`config.mk`:
```
export PLATFORM = sky130hd
export DESIGN_NAME = hazard_stall_controller
export DESIGN_NICKNAME = d
export VERILOG_FILES = /design/src/rtl/hazard_stall_controller.sv
export SDC_FILE = /design/constraint.sdc
export NUM_CORES = 1
export LEC_CHECK = 0
export BUFFER_PORTS_ARGS = -buffer_cell sky130_fd_sc_hd__buf_2
export CAP_MARGIN = 5
export CORE_MARGIN = 2
export CORE_UTILIZATION = 35
export DETAILED_ROUTE_END_ITERATION = 10
export PLACE_DENSITY_LB_ADDON = 0.12
export SYNTH_ARGS = -nofsm -noshare
export SYNTH_HDL_FRONTEND = slang
export SYNTH_SLANG_ARGS = --single-unit
export TNS_END_PERCENT = 5
```
`constraint.sdc`:
```
create_clock -name clk -period 4.11 [get_ports clk]
set_input_delay 0.822 -clock clk [delete_from_list [all_inputs] [get_ports clk]]
set_output_delay 0.822 -clock clk [all_outputs]
set_load 0.02 [all_outputs]
```
`src/rtl/hazard_stall_controller.sv`:
```
// Pipeline sequencing controller: PC / IF/ID / ID/EX enables, flushes and bubbles.
// Handles load-use stalls, redirects and data-memory wait states; counts stall cycles.
module hazard_stall_controller #(
  parameter int RegAddrBits = 5,
  parameter int LoadStall   = 1,
  parameter int StatBits    = 16
) (
  input  logic                   clk,
  input  logic                   reset,
  input  logic [RegAddrBits-1:0] IF_ID_Rs,
  input  logic [RegAddrBits-1:0] IF_ID_Rt,
  input  logic                   ID_Uses_Rt,
  input  logic                   ID_EX_MemRead,
  input  logic [RegAddrBits-1:0] ID_EX_Rt,
  input  logic                   Branch_Taken,
  input  logic                   Jump,
  input  logic                   Mem_Req,
  input  logic                   Mem_Ready,
  input  logic                   Stat_Clear,
  output logic                   PC_Write,
  output logic                   IF_ID_Write,
  output logic                   IF_ID_Flush,
  output logic                   ID_EX_Bubble,
  output logic                   Pipe_Hold,
  output logic [StatBits-1:0]    Stall_Cycles
);

  typedef enum logic [1:0] {
    RUN,
    LOAD_STALL,
    MEM_WAIT
  } state_t;

  localparam logic [2:0] LsInit = 3'(LoadStall - 1);

  state_t        r_state;
  state_t        w_next;
  logic [2:0]    r_cnt;
  logic [2:0]    w_cnt_next;
  logic [StatBits-1:0] r_stat;

  logic w_lu;
  logic w_mw;
  logic w_rd;

  assign w_lu = ID_EX_MemRead && (ID_EX_Rt != '0) &&
                ((ID_EX_Rt == IF_ID_Rs) ||
                 (ID_Uses_Rt && (ID_EX_Rt == IF_ID_Rt)));
  assign w_mw = Mem_Req && !Mem_Ready;
  assign w_rd = Branch_Taken || Jump;

  always_comb begin
    PC_Write     = 1'b1;
    IF_ID_Write  = 1'b1;
    IF_ID_Flush  = 1'b0;
    ID_EX_Bubble = 1'b0;
    Pipe_Hold    = 1'b0;
    w_next       = r_state;
    w_cnt_next   = r_cnt;
    if (reset) begin
      PC_Write     = 1'b0;
      IF_ID_Write  = 1'b0;
      IF_ID_Flush  = 1'b1;
      ID_EX_Bubble = 1'b1;
      w_next       = RUN;
      w_cnt_next   = '0;
    end else begin
      unique case (r_state)
        RUN: begin
          if (w_mw) begin
            PC_Write    = 1'b0;
            IF_ID_Write = 1'b0;
            Pipe_Hold   = 1'b1;
            w_next      = MEM_WAIT;
          end else if (w_lu) begin
            PC_Write     = 1'b0;
            IF_ID_Write  = 1'b0;
            ID_EX_Bubble = 1'b1;
            if (LoadStall > 1) begin
              w_next     = LOAD_STALL;
              w_cnt_next = LsInit;
            end
          end else if (w_rd) begin
            IF_ID_Flush = 1'b1;
          end
        end
        LOAD_STALL: begin
          PC_Write    = 1'b0;
          IF_ID_Write = 1'b0;
          if (w_mw) begin
            Pipe_Hold = 1'b1;
            w_next    = MEM_WAIT;
          end else begin
            ID_EX_Bubble = 1'b1;
            w_cnt_next   = r_cnt - 3'd1;
            if (r_cnt == 3'd1) w_next = RUN;
          end
        end
        MEM_WAIT: begin
          if (!Mem_Ready) begin
            PC_Write    = 1'b0;
            IF_ID_Write = 1'b0;
            Pipe_Hold   = 1'b1;
          end else begin
            // Release cycle behaves as RUN; an interrupted load stall resumes after it
            if (w_lu) begin
              PC_Write     = 1'b0;
              IF_ID_Write  = 1'b0;
              ID_EX_Bubble = 1'b1;
            end else if (w_rd) begin
              IF_ID_Flush = 1'b1;
            end
            w_next = (r_cnt != '0) ? LOAD_STALL : RUN;
          end
        end
        default: begin
          w_next     = RUN;
          w_cnt_next = '0;
        end
      endcase
    end
  end

  always_ff @(posedge clk) begin
    if (reset) begin
      r_state <= RUN;
      r_cnt   <= '0;
    end else begin
      r_state <= w_next;
      r_cnt   <= w_cnt_next;
    end
  end

  always_ff @(posedge clk) begin
    if (reset || Stat_Clear) begin
      r_stat <= '0;
    end else if (!PC_Write && (r_stat != '1)) begin
      r_stat <= r_stat + 1'b1;
    end
  end

  assign Stall_Cycles = r_stat;

endmodule

```
==> results of run 1 <==
## state kept, by name, indices dropped and copies added, names as in the netlist
name and flops:
Stall_Cycles 16, r_cnt 3, r_state 2
## through the flow
stage,instance area [sq um],std cells,setup slack (ps),utilization
after detailed placement,1560,258,980,0.430
after global routing,1610,262,835,0.443
final,1610,262,985,0.443
after CTS,1610,262,973,0.443
after floorplan,1310,171,953,-
after global placement,1560,258,1000,0.430
## path summary, 6_finish.rpt
kind | to | startpoint | cells after the start
max | IF_ID_Flush | ID_EX_Rt[1] | 6
min | Stall_Cycles[10] | Stall_Cycles[10] | 2
max reg2reg | Stall_Cycles[6] | Stall_Cycles[0] | 8
min reg2reg | Stall_Cycles[10] | Stall_Cycles[10] | 2
## routing by layer
layer	part of all wire	wire (microns)	global-route usage	up-vias
met5	0	0	0	-
met4	0.012	36	0.0599	0
met3	0.062	192	0.0291	4
met2	0.45	1390	0.256	39
met1	0.48	1490	0.188	613
li1	-	-	-	712
## cell usage in the layout (no fill, tap or decap), types with 5 or more instances in the layout
cell                       n
sky130_fd_sc_hd__xor2_1    9
sky130_fd_sc_hd__nor3_1    5
sky130_fd_sc_hd__or3_1    10
sky130_fd_sc_hd__o21ai_0  11
sky130_fd_sc_hd__nand2_1  20
sky130_fd_sc_hd__dfxtp_1  21
sky130_fd_sc_hd__a21oi_1  16
sky130_fd_sc_hd__buf_2    44
sky130_fd_sc_hd__nand3_1   6
sky130_fd_sc_hd__inv_1     7
sky130_fd_sc_hd__nor2_1   12
sky130_fd_sc_hd__o31ai_1   8
sky130_fd_sc_hd__or4_1     8
## Yosys cell counts, types with 2 or more instances
library cell / count
sky130_fd_sc_hd__mux2i_1: 2
sky130_fd_sc_hd__dfxtp_1: 21
sky130_fd_sc_hd__nand3_1: 6
sky130_fd_sc_hd__nor4_1: 3
sky130_fd_sc_hd__nor3_1: 5
sky130_fd_sc_hd__a21oi_1: 16
sky130_fd_sc_hd__o31ai_1: 8
sky130_fd_sc_hd__o21ai_0: 11
sky130_fd_sc_hd__or4_1: 8
sky130_fd_sc_hd__nand2_1: 20
sky130_fd_sc_hd__ha_1: 4
sky130_fd_sc_hd__nand2b_1: 4
sky130_fd_sc_hd__a22oi_1: 2
sky130_fd_sc_hd__buf_2: 2
sky130_fd_sc_hd__or2_2: 2
sky130_fd_sc_hd__clkbuf_1: 3
sky130_fd_sc_hd__xor2_1: 9
sky130_fd_sc_hd__nor2_1: 12
sky130_fd_sc_hd__inv_1: 7
sky130_fd_sc_hd__or3_1: 10
sky130_fd_sc_hd__nand4_1: 3
## critical path, delay by kind of cell
kind	cells	cell delay, ps
AO/OA/AOI/OAI	3	640
AND/OR/NAND/NOR	1	520
buffers and inverters	2	320
## cell families after synthesis
| kind of cell | share of synthesized area |
|---|---|
| xor gates and xnor gates | 0.0669 |
| adders and majority gates | 0.0382 |
| AOI/OAI and AO/OA | 0.198 |
| muxes | 0.0153 |
| and+or+nand+nor | 0.310 |
| DFF | 0.321 |
| buffers and inverters | 0.0507 |
## power breakdown
part | internal, uW | leakage, uW | switching (uW)
Clock | 69.2 | 0.0000228 | 69.4
Sequential | 208 | 0.000170 | 4.93
Combinational | 32.7 | 0.000449 | 46.9
## cell type report
type	count	area [sq um]
Fill cell	387	2020
Multi-Input combinational cell	136	822
Tap cell	48	60.1
Sequential cell	21	420
Clock buffer	4	45.0
Timing Repair Buffer	46	235
Inverter	7	26.3
==> metrics.txt, run 1 <==
Pre-Repair DR Iteration Count=7; maximum number of pins on one net before global-route repair=30; ordered cell list for the critical path=buf_2 > or4_1 > o21ai_0 > o21bai_1 > o31ai_1 > buf_2; Yosys top cell area share=0.321; vias in the first global route=approximately 1,200; Top cell by count, worst path=sky130_fd_sc_hd__buf_2; signed area change from the synthesized netlist to the final layout=22.9%; leading register cell type out of synthesis=sky130_fd_sc_hd__dfxtp_1; number of synthesized flops with an enable pin=0; number of H-tree levels=1; total length of routed wires=3110 microns; Nets=about 240; Antenna diodes=0; cell types with the largest area share after synthesis=sky130_fd_sc_hd__dfxtp_1 (32%), sky130_fd_sc_hd__a21oi_1 (6.1%), sky130_fd_sc_hd__xor2_1 (6.0%); Clk pin slew, worst setup/hold paths=~80 ps; post-CTS sizing=0; slowest stage cell, crit path=sky130_fd_sc_hd__or4_1; CP Data Arrival Time=between 2000 and 2500 ps; kind of launch point of the worst setup path=primary input; Setup-failing EPs final=0; count of routing violations after the opening detailed-route iteration=85; Max clock buf depth=2; Die Y-Extent=about 65 microns; total leakage power=between 0.0006 and 0.0007 uW; pins over their slew limit=0; Mapped Cells=roughly 170; grt ovf=0; Clock Latency Late Sink=roughly 260 ps; final worst path period share=0.760; core footprint=0.00363 sq mm; vias post-DR=between 1,000 and 1,500; Port Buffer Count=44; crit end category=output port; all-layer global routing usage=0.151; Post-Synthesis Cell Area=between 0.001 and 0.0015 sq mm; crit path time final=3130 ps; Final Power=approximately 430 uW; clk_skew=3.70 ps; CTS tree=built; Final Hold Slack=approximately 500 ps; worst-path maximum fanout=3; sequential-to-total area share from yosys stat=0.321; net count after synthesis=between 150 and 200; MaxCap Viol Count=0; count of distinct cell types in the synthesized netlist=34; Synth Register Bits=21; first-pass GRT wire length=approximately 5000 microns; floorplan die area=0.00424 sq mm; Num CTS Buffers=3; post-CTS setup buffer count=0; number of warning messages in the yosys log=0; kind of critical path=primary input to output port; IR Drop Worst-Case VDD=between 0.0001 and 0.00015 V; status=complete, no violations; routed wire length per instance=11.9 microns; Final HPWL DP=between 2000 and 2500 microns; Relative slew margins=0.367; number of vias per cell=around 5.2; peak per-stage delay on the critical path=520 ps; Highest Clock Rate=approximately 0.32 GHz; Routability Congestion=~0.75; Slew @ Worst Pin=942 ps; worst hold path class=register to register; unrepaired setup endpoints after global routing=no; share of async-settable or async-resettable flops after synthesis=0; DRC violation count after routing=0; Setup Total Neg Slack=0 ps; required time of the critical path=between 3000 and 4000 ps; FF-to-FF setup slack=approximately 1600 ps; PD cells=around 270 mW/mm^2; share of post-route cells with drive strength above 1=0.243; most area-hungry cell type in the Yosys netlist=sky130_fd_sc_hd__dfxtp_1; Initial Util=0.360; Placement Rows=22; remaining antenna violation count=0; antenna violations before repair=0; Clock Tree Root=sky130_fd_sc_hd__clkbuf_8; chip width=roughly 65 microns; number of sinks driven by the clock tree=21; num ports=45; average footprint of a synthesized cell=about 7.7 sq um; cts hold-fix bufs=0; Fin. Hold Viols=0
(Power assumes the default switching activity.)
==> run 2: changes to the inputs <==
==> constraint.sdc (replaced) <==
create_clock -name clk -period 3.2 [get_ports clk]
set_input_delay 0.64 -clock clk [delete_from_list [all_inputs] [get_ports clk]]
set_output_delay 0.64 -clock clk [all_outputs]
set_load 0.02 [all_outputs]
==> run 2 against run 1 <==
  * Sequential cell count unchanged
  * Worst setup slack got worse by 550 ps
  * Die area unchanged
  * Wire length is 2.4% higher
  * Largest cell class unchanged
==> metrics.txt, run 2 (synthesis results as in run 1) <==
vias in the first global route=1,263 (was 1,168); total leakage power=0.000642 uW (unchanged); post-CTS sizing=0 (unchanged); clk_skew=5.53 ps (was 3.70 ps); Die Y-Extent=65.2 microns (unchanged); Clock Latency Late Sink=260 ps (about the same); peak per-stage delay on the critical path=510 ps (was 520 ps); Nets=243 (unchanged); Highest Clock Rate=0.362 GHz; required time of the critical path=2560 ps (was 3290 ps); Fin. Hold Viols=0 (unchanged); first-pass GRT wire length=5400 microns (was 5020 microns); floorplan die area=0.00424 sq mm (unchanged); kind of critical path=primary input to output port (unchanged); Relative slew margins=0.760 (was 0.367); kind of launch point of the worst setup path=primary input (unchanged); worst-path maximum fanout=3 (unchanged); Largest register FFs=16 (unchanged); Num CTS Buffers=3 (unchanged); Max clock buf depth=2 (unchanged); Setup Total Neg Slack=0 ps (unchanged); remaining antenna violation count=0 (unchanged); Setup-failing EPs final=0 (unchanged); unrepaired setup endpoints after global routing=no (unchanged); routed wire length per instance=12.2 microns (was 11.9 microns); slowest stage cell, crit path=sky130_fd_sc_hd__or4_1 (unchanged); core footprint=0.00363 sq mm (unchanged); IR Drop Worst-Case VDD=0.000181 V (was 0.000128 V); Top cell by count, worst path=sky130_fd_sc_hd__buf_2 (unchanged); all-layer global routing usage=0.159 (was 0.151); antenna violations before repair=0 (unchanged); PD cells=341 mW/mm^2 (was 268 mW/mm^2); combined buffer and inverter count along the critical path=2 (unchanged); chip width=65.2 microns (unchanged); cts hold-fix bufs=0 (unchanged); Final Hold Slack=494 ps (was 498 ps); Placement Rows=22 (unchanged); CTS tree=built (unchanged); worst hold path class=register to register (unchanged); fillers=395 (was 387); Clk pin slew, worst setup/hold paths=70 ps (was 80 ps); non-filler instance count after layout=262 (unchanged); Initial Util=0.360 (unchanged); vias post-DR=1,392 (was 1,368); DRC violation count after routing=0 (unchanged); Routability Congestion=0.754 (was 0.752); number of sinks driven by the clock tree=21 (unchanged); ordered cell list for the critical path=buf_2 > or4_1 > o21ai_0 > o21bai_1 > o31ai_1 > buf_2 (unchanged); Pre-Repair DR Iteration Count=4 (was 7); num ports=45 (unchanged); final worst path period share=0.863; crit path time final=about 2800 ps; share of post-route cells with drive strength above 1=0.243 (unchanged); Clock Tree Root=sky130_fd_sc_hd__clkbuf_8 (unchanged); Port Buffer Count=44 (unchanged); number of vias per cell=5.31 (was 5.22); pins over their slew limit=0 (unchanged); post-placement cell count=258 (unchanged); maximum number of pins on one net before global-route repair=30 (unchanged); CP Data Arrival Time=2120 ps (was 2300 ps); signed area change from the synthesized netlist to the final layout=22.9% (unchanged); Antenna diodes=0 (unchanged); post-CTS setup buffer count=0 (unchanged); Slew @ Worst Pin=356 ps (was 942 ps); number of H-tree levels=1 (unchanged); count of routing violations after the opening detailed-route iteration=61 (was 85); top library cells by usage in the layout, fill and taps aside=sky130_fd_sc_hd__buf_2 (44), sky130_fd_sc_hd__dfxtp_1 (21), sky130_fd_sc_hd__nand2_1 (20), sky130_fd_sc_hd__a21oi_1 (16), sky130_fd_sc_hd__nor2_1 (12) (unchanged); CP delay by family, top=compound AO/OA/AOI/OAI gates (unchanged); status=complete, no violations (unchanged); grt ovf=0 (unchanged); MaxCap Viol Count=0 (unchanged); total length of routed wires=3190 microns (was 3110 microns); most common cell after layout, fill and taps aside=sky130_fd_sc_hd__buf_2 (unchanged); Final HPWL DP=2480 microns (was 2400 microns); crit end category=output port (unchanged); post-layout util=0.443 (unchanged)
==> run 2: cell counts in the layout (fill, tap and decap cells not counted) <==
Identical to the previous run, type by type.
==> run 2: report_power, final <==
part | total, uW | leakage, uW | internal [uW] | switching [uW]
sequential | 274 | 0.000170 | 267 | 6.80
combinational | 102 | 0.000449 | 41.9 | 60.2
clock | 172 | 0.0000228 | 88.7 | 83.7
==> run 2: final cells by class <==
| class | instances | area, sq um | share of cell area |
|---|---|---|---|
| multi-input cells | 136 | 822 | 0.511 |
| flip-flops and latches | 21 | 420 | 0.261 |
| inverters | 7 | 26.3 | 0.0163 |
| repair buffers | 46 | 235 | 0.146 |
| clock buffers | 4 | 45.0 | 0.0280 |
| well taps | 48 | 60.1 | 0.0373 |
==> run 2: final timing paths <==
kind | startpoint | end | slack (ps) | depth (start not counted)
worst max-delay path | ID_EX_Rt[1] | IF_ID_Flush | 440 | 6
worst min-delay path | Stall_Cycles[10] | Stall_Cycles[10] | 490 | 2
worst max register to register | Stall_Cycles[0] | Stall_Cycles[6] | 1110 | 7
worst min register to register | Stall_Cycles[10] | Stall_Cycles[10] | 490 | 2
==> run 2: layer usage <==
layer	vias to the layer above	global-route usage	routed length [microns]
li1	716	-	-
met1	635	0.201	1460
met2	37	0.265	1450
met3	4	0.0360	246
met4	0	0.0547	34
met5	-	0	0
==> run 2: metrics by stage <==
step	worst slack [ps]	area, sq um	power (uW)
6_report	439	1610	549
3_5_place_dp	449	1560	383
3_3_place_gp	455	1560	379
5_1_grt	318	1610	585
2_1_floorplan	407	1310	349
4_1_cts	440	1610	559
==> run 2: worst reg2reg max path, stage by stage, from the launching register on <==
cell                      delay, ps
sky130_fd_sc_hd__dfxtp_1        350
sky130_fd_sc_hd__ha_1           240
sky130_fd_sc_hd__nand2_1        110
sky130_fd_sc_hd__or2_2          160
sky130_fd_sc_hd__nor3_1          70
sky130_fd_sc_hd__or4b_2         640
sky130_fd_sc_hd__or3_1          320
sky130_fd_sc_hd__a21oi_1        130
==> run 3: changes to the inputs <==
--- a/config.mk
+++ b/config.mk
@@ -10,7 +10,6 @@
 export CORE_MARGIN = 2
 export CORE_UTILIZATION = 35
 export DETAILED_ROUTE_END_ITERATION = 10
-export PLACE_DENSITY_LB_ADDON = 0.12
 export SYNTH_ARGS = -nofsm -noshare
 export SYNTH_HDL_FRONTEND = slang
 export SYNTH_SLANG_ARGS = --single-unit
==> run 3 against run 2 <==
  * Combinational power about the same
  * Die area stayed put
  * Fmax is 1.6% lower
  * Global-route usage barely moved
  * Critical path type unchanged
  * Critical endpoint is now PC_Write
==> metrics.txt, run 3 (synthesis results as in run 1) <==
total leakage power=0.000650 uW (was 0.000642 uW); most common cell after layout, fill and taps aside=sky130_fd_sc_hd__buf_2 (unchanged); Setup-failing EPs final=0 (unchanged); grt ovf=0 (unchanged); area of all placed cells without fillers=0.00162 sq mm (was 0.00161 sq mm); num ports=45 (unchanged); reg-to-reg critical path startpoint=Stall_Cycles[0] (unchanged); antenna violations before repair=0 (unchanged); combined buffer and inverter count along the critical path=2 (unchanged); Largest register FFs=16 (unchanged); vias post-DR=1,368 (was 1,392); Num CTS Buffers=3 (unchanged); vias in the first global route=1,188 (was 1,263); Pre-Repair DR Iteration Count=4 (unchanged); number of H-tree levels=1 (unchanged); share of post-route cells with drive strength above 1=0.251 (was 0.243); Port Buffer Count=44 (unchanged); Highest Clock Rate=0.357 GHz (was 0.362 GHz); Clock Latency Late Sink=270 ps (was 260 ps); Stages on worst setup path=6 (unchanged); Setup Total Neg Slack=0 ps (unchanged); Slew @ Worst Pin=330 ps (was 356 ps); FF-to-FF setup slack=1120 ps (was 1110 ps); final setup margin=395 ps (was 439 ps); CP delay by family, top=simple AND/OR/NAND/NOR gates (was compound AO/OA/AOI/OAI gates); crit path time final=2800 ps (was 2760 ps); pins over their slew limit=0 (unchanged); first-pass GRT wire length=5240 microns (was 5400 microns); CTS tree=built (unchanged); Top cell by count, worst path=sky130_fd_sc_hd__buf_2 (unchanged); core footprint=0.00363 sq mm (unchanged); post-CTS sizing=0 (unchanged); worst-path maximum fanout=5 (was 3); kind of launch point of the worst setup path=primary input (unchanged); CP Data Arrival Time=2160 ps (was 2120 ps); Routability Congestion=0.769 (was 0.754); Nets=244 (was 243); IR Drop Worst-Case VDD=0.000159 V (was 0.000181 V); critical path launch point=ID_EX_Rt[1] (unchanged); ordered cell list for the critical path=buf_2 > or4_1 > o21ai_0 > nand2b_1 > o21a_1 > buf_2 (was buf_2 > or4_1 > o21ai_0 > o21bai_1 > o31ai_1 > buf_2); clk_skew=7.32 ps (was 5.53 ps); peak per-stage delay on the critical path=520 ps (was 510 ps); slowest stage cell, crit path=sky130_fd_sc_hd__or4_1 (unchanged); remaining antenna violation count=0 (unchanged); number of vias per cell=5.20 (was 5.31); PD cells=348 mW/mm^2 (was 341 mW/mm^2); instance area after placement=0.00157 sq mm (was 0.00156 sq mm); Clk pin slew, worst setup/hold paths=90 ps (was 70 ps); required time of the critical path=2560 ps (about the same); routed wire length per instance=12.4 microns (was 12.2 microns); Final HPWL DP=2400 microns (was 2480 microns); number of sinks driven by the clock tree=21 (unchanged); MaxCap Viol Count=0 (unchanged); signed area change from the synthesized netlist to the final layout=23.6% (was 22.9%); DP Worst Slack=431 ps (was 449 ps); Clock Tree Root=sky130_fd_sc_hd__clkbuf_8 (unchanged); Placement Rows=22 (unchanged); Antenna diodes=0 (unchanged); reg2reg end=Stall_Cycles[6] (unchanged); floorplan die area=0.00424 sq mm (unchanged); Die Y-Extent=65.2 microns (unchanged); post-CTS setup buffer count=0 (unchanged); cts hold-fix bufs=0 (unchanged); status=complete, no violations (unchanged); crit end category=output port (unchanged); chip width=65.2 microns (unchanged); non-filler instance count after layout=263 (was 262); kind of critical path=primary input to output port (unchanged); worst hold path class=register to register (unchanged); Setup crit end=PC_Write (was IF_ID_Flush); Fin. Hold Viols=0 (unchanged); Max clock buf depth=2 (unchanged); Initial Util=0.360 (unchanged); unrepaired setup endpoints after global routing=no (unchanged); post-placement cell count=259 (was 258); total length of routed wires=3250 microns (was 3190 microns); all-layer global routing usage=0.159 (about the same); maximum number of pins on one net before global-route repair=23 (was 30); top library cells by usage in the layout, fill and taps aside=sky130_fd_sc_hd__buf_2 (44), sky130_fd_sc_hd__dfxtp_1 (21), sky130_fd_sc_hd__nand2_1 (20), sky130_fd_sc_hd__a21oi_1 (16), sky130_fd_sc_hd__nor2_1 (12) (unchanged); final worst path period share=0.876 (was 0.863); DRC violation count after routing=0 (unchanged); number of cells traversed by the worst register-to-register path=7 (unchanged); count of routing violations after the opening detailed-route iteration=23 (was 61); Relative slew margins=0.778 (was 0.760)
-- run 3: layer usage --
layer / track usage / routed length [microns] / up-vias
li1: - / - / 719
met1: 0.209 / 1580 / 592
met2: 0.242 / 1350 / 53
met3: 0.0445 / 284 / 4
met4: 0.0729 / 34 / 0
met5: 0 / 0 / -
-- run 3: layout make-up --
cell class / count / area, sq um
Clock inverter: 1 / 5.00
Timing Repair Buffer: 47 / 243
Multi-Input combinational cell: 136 / 822
Inverter: 7 / 26.3
Tap cell: 48 / 60.1
Fill cell: 376 / 2020
Clock buffer: 3 / 41.3
Sequential cell: 21 / 420
-- run 3: how the worst min path moves through the flow --
| stage | from | end | depth (start not counted) | slack (ps) |
|---|---|---|---|---|
| after CTS | Stall_Cycles[10] | Stall_Cycles[10] | 2 | 500 |
| final | Stall_Cycles[10] | Stall_Cycles[10] | 2 | 490 |
| after detailed placement | Stall_Cycles[10] | Stall_Cycles[10] | 2 | 490 |
| after global placement | Stall_Cycles[6] | Stall_Cycles[6] | 2 | 490 |
| after floorplan | r_cnt[1] | r_cnt[1] | 2 | 480 |
| after global routing | Stall_Cycles[6] | Stall_Cycles[6] | 2 | 530 |
-- run 3: report_power, final --
group,internal (uW),switching (uW)
combinational,43.3,61.4
clock,87.1,96.7
sequential,267,6.62
total,398,165
-- run 3: per-stage QoR --
step	hold WS, ps	utilization	total power [uW]
floorplan	479	-	349
global placement	486	0.433	385
detailed placement	487	0.433	385
CTS	501	0.445	570
global route	528	0.445	594
finish	494	0.445	562
-- run 3: tightest hold or removal path: cells and delay by family (launching register included) --
family,cells,cell delay [ps]
compound gates,2,120
flops,1,330
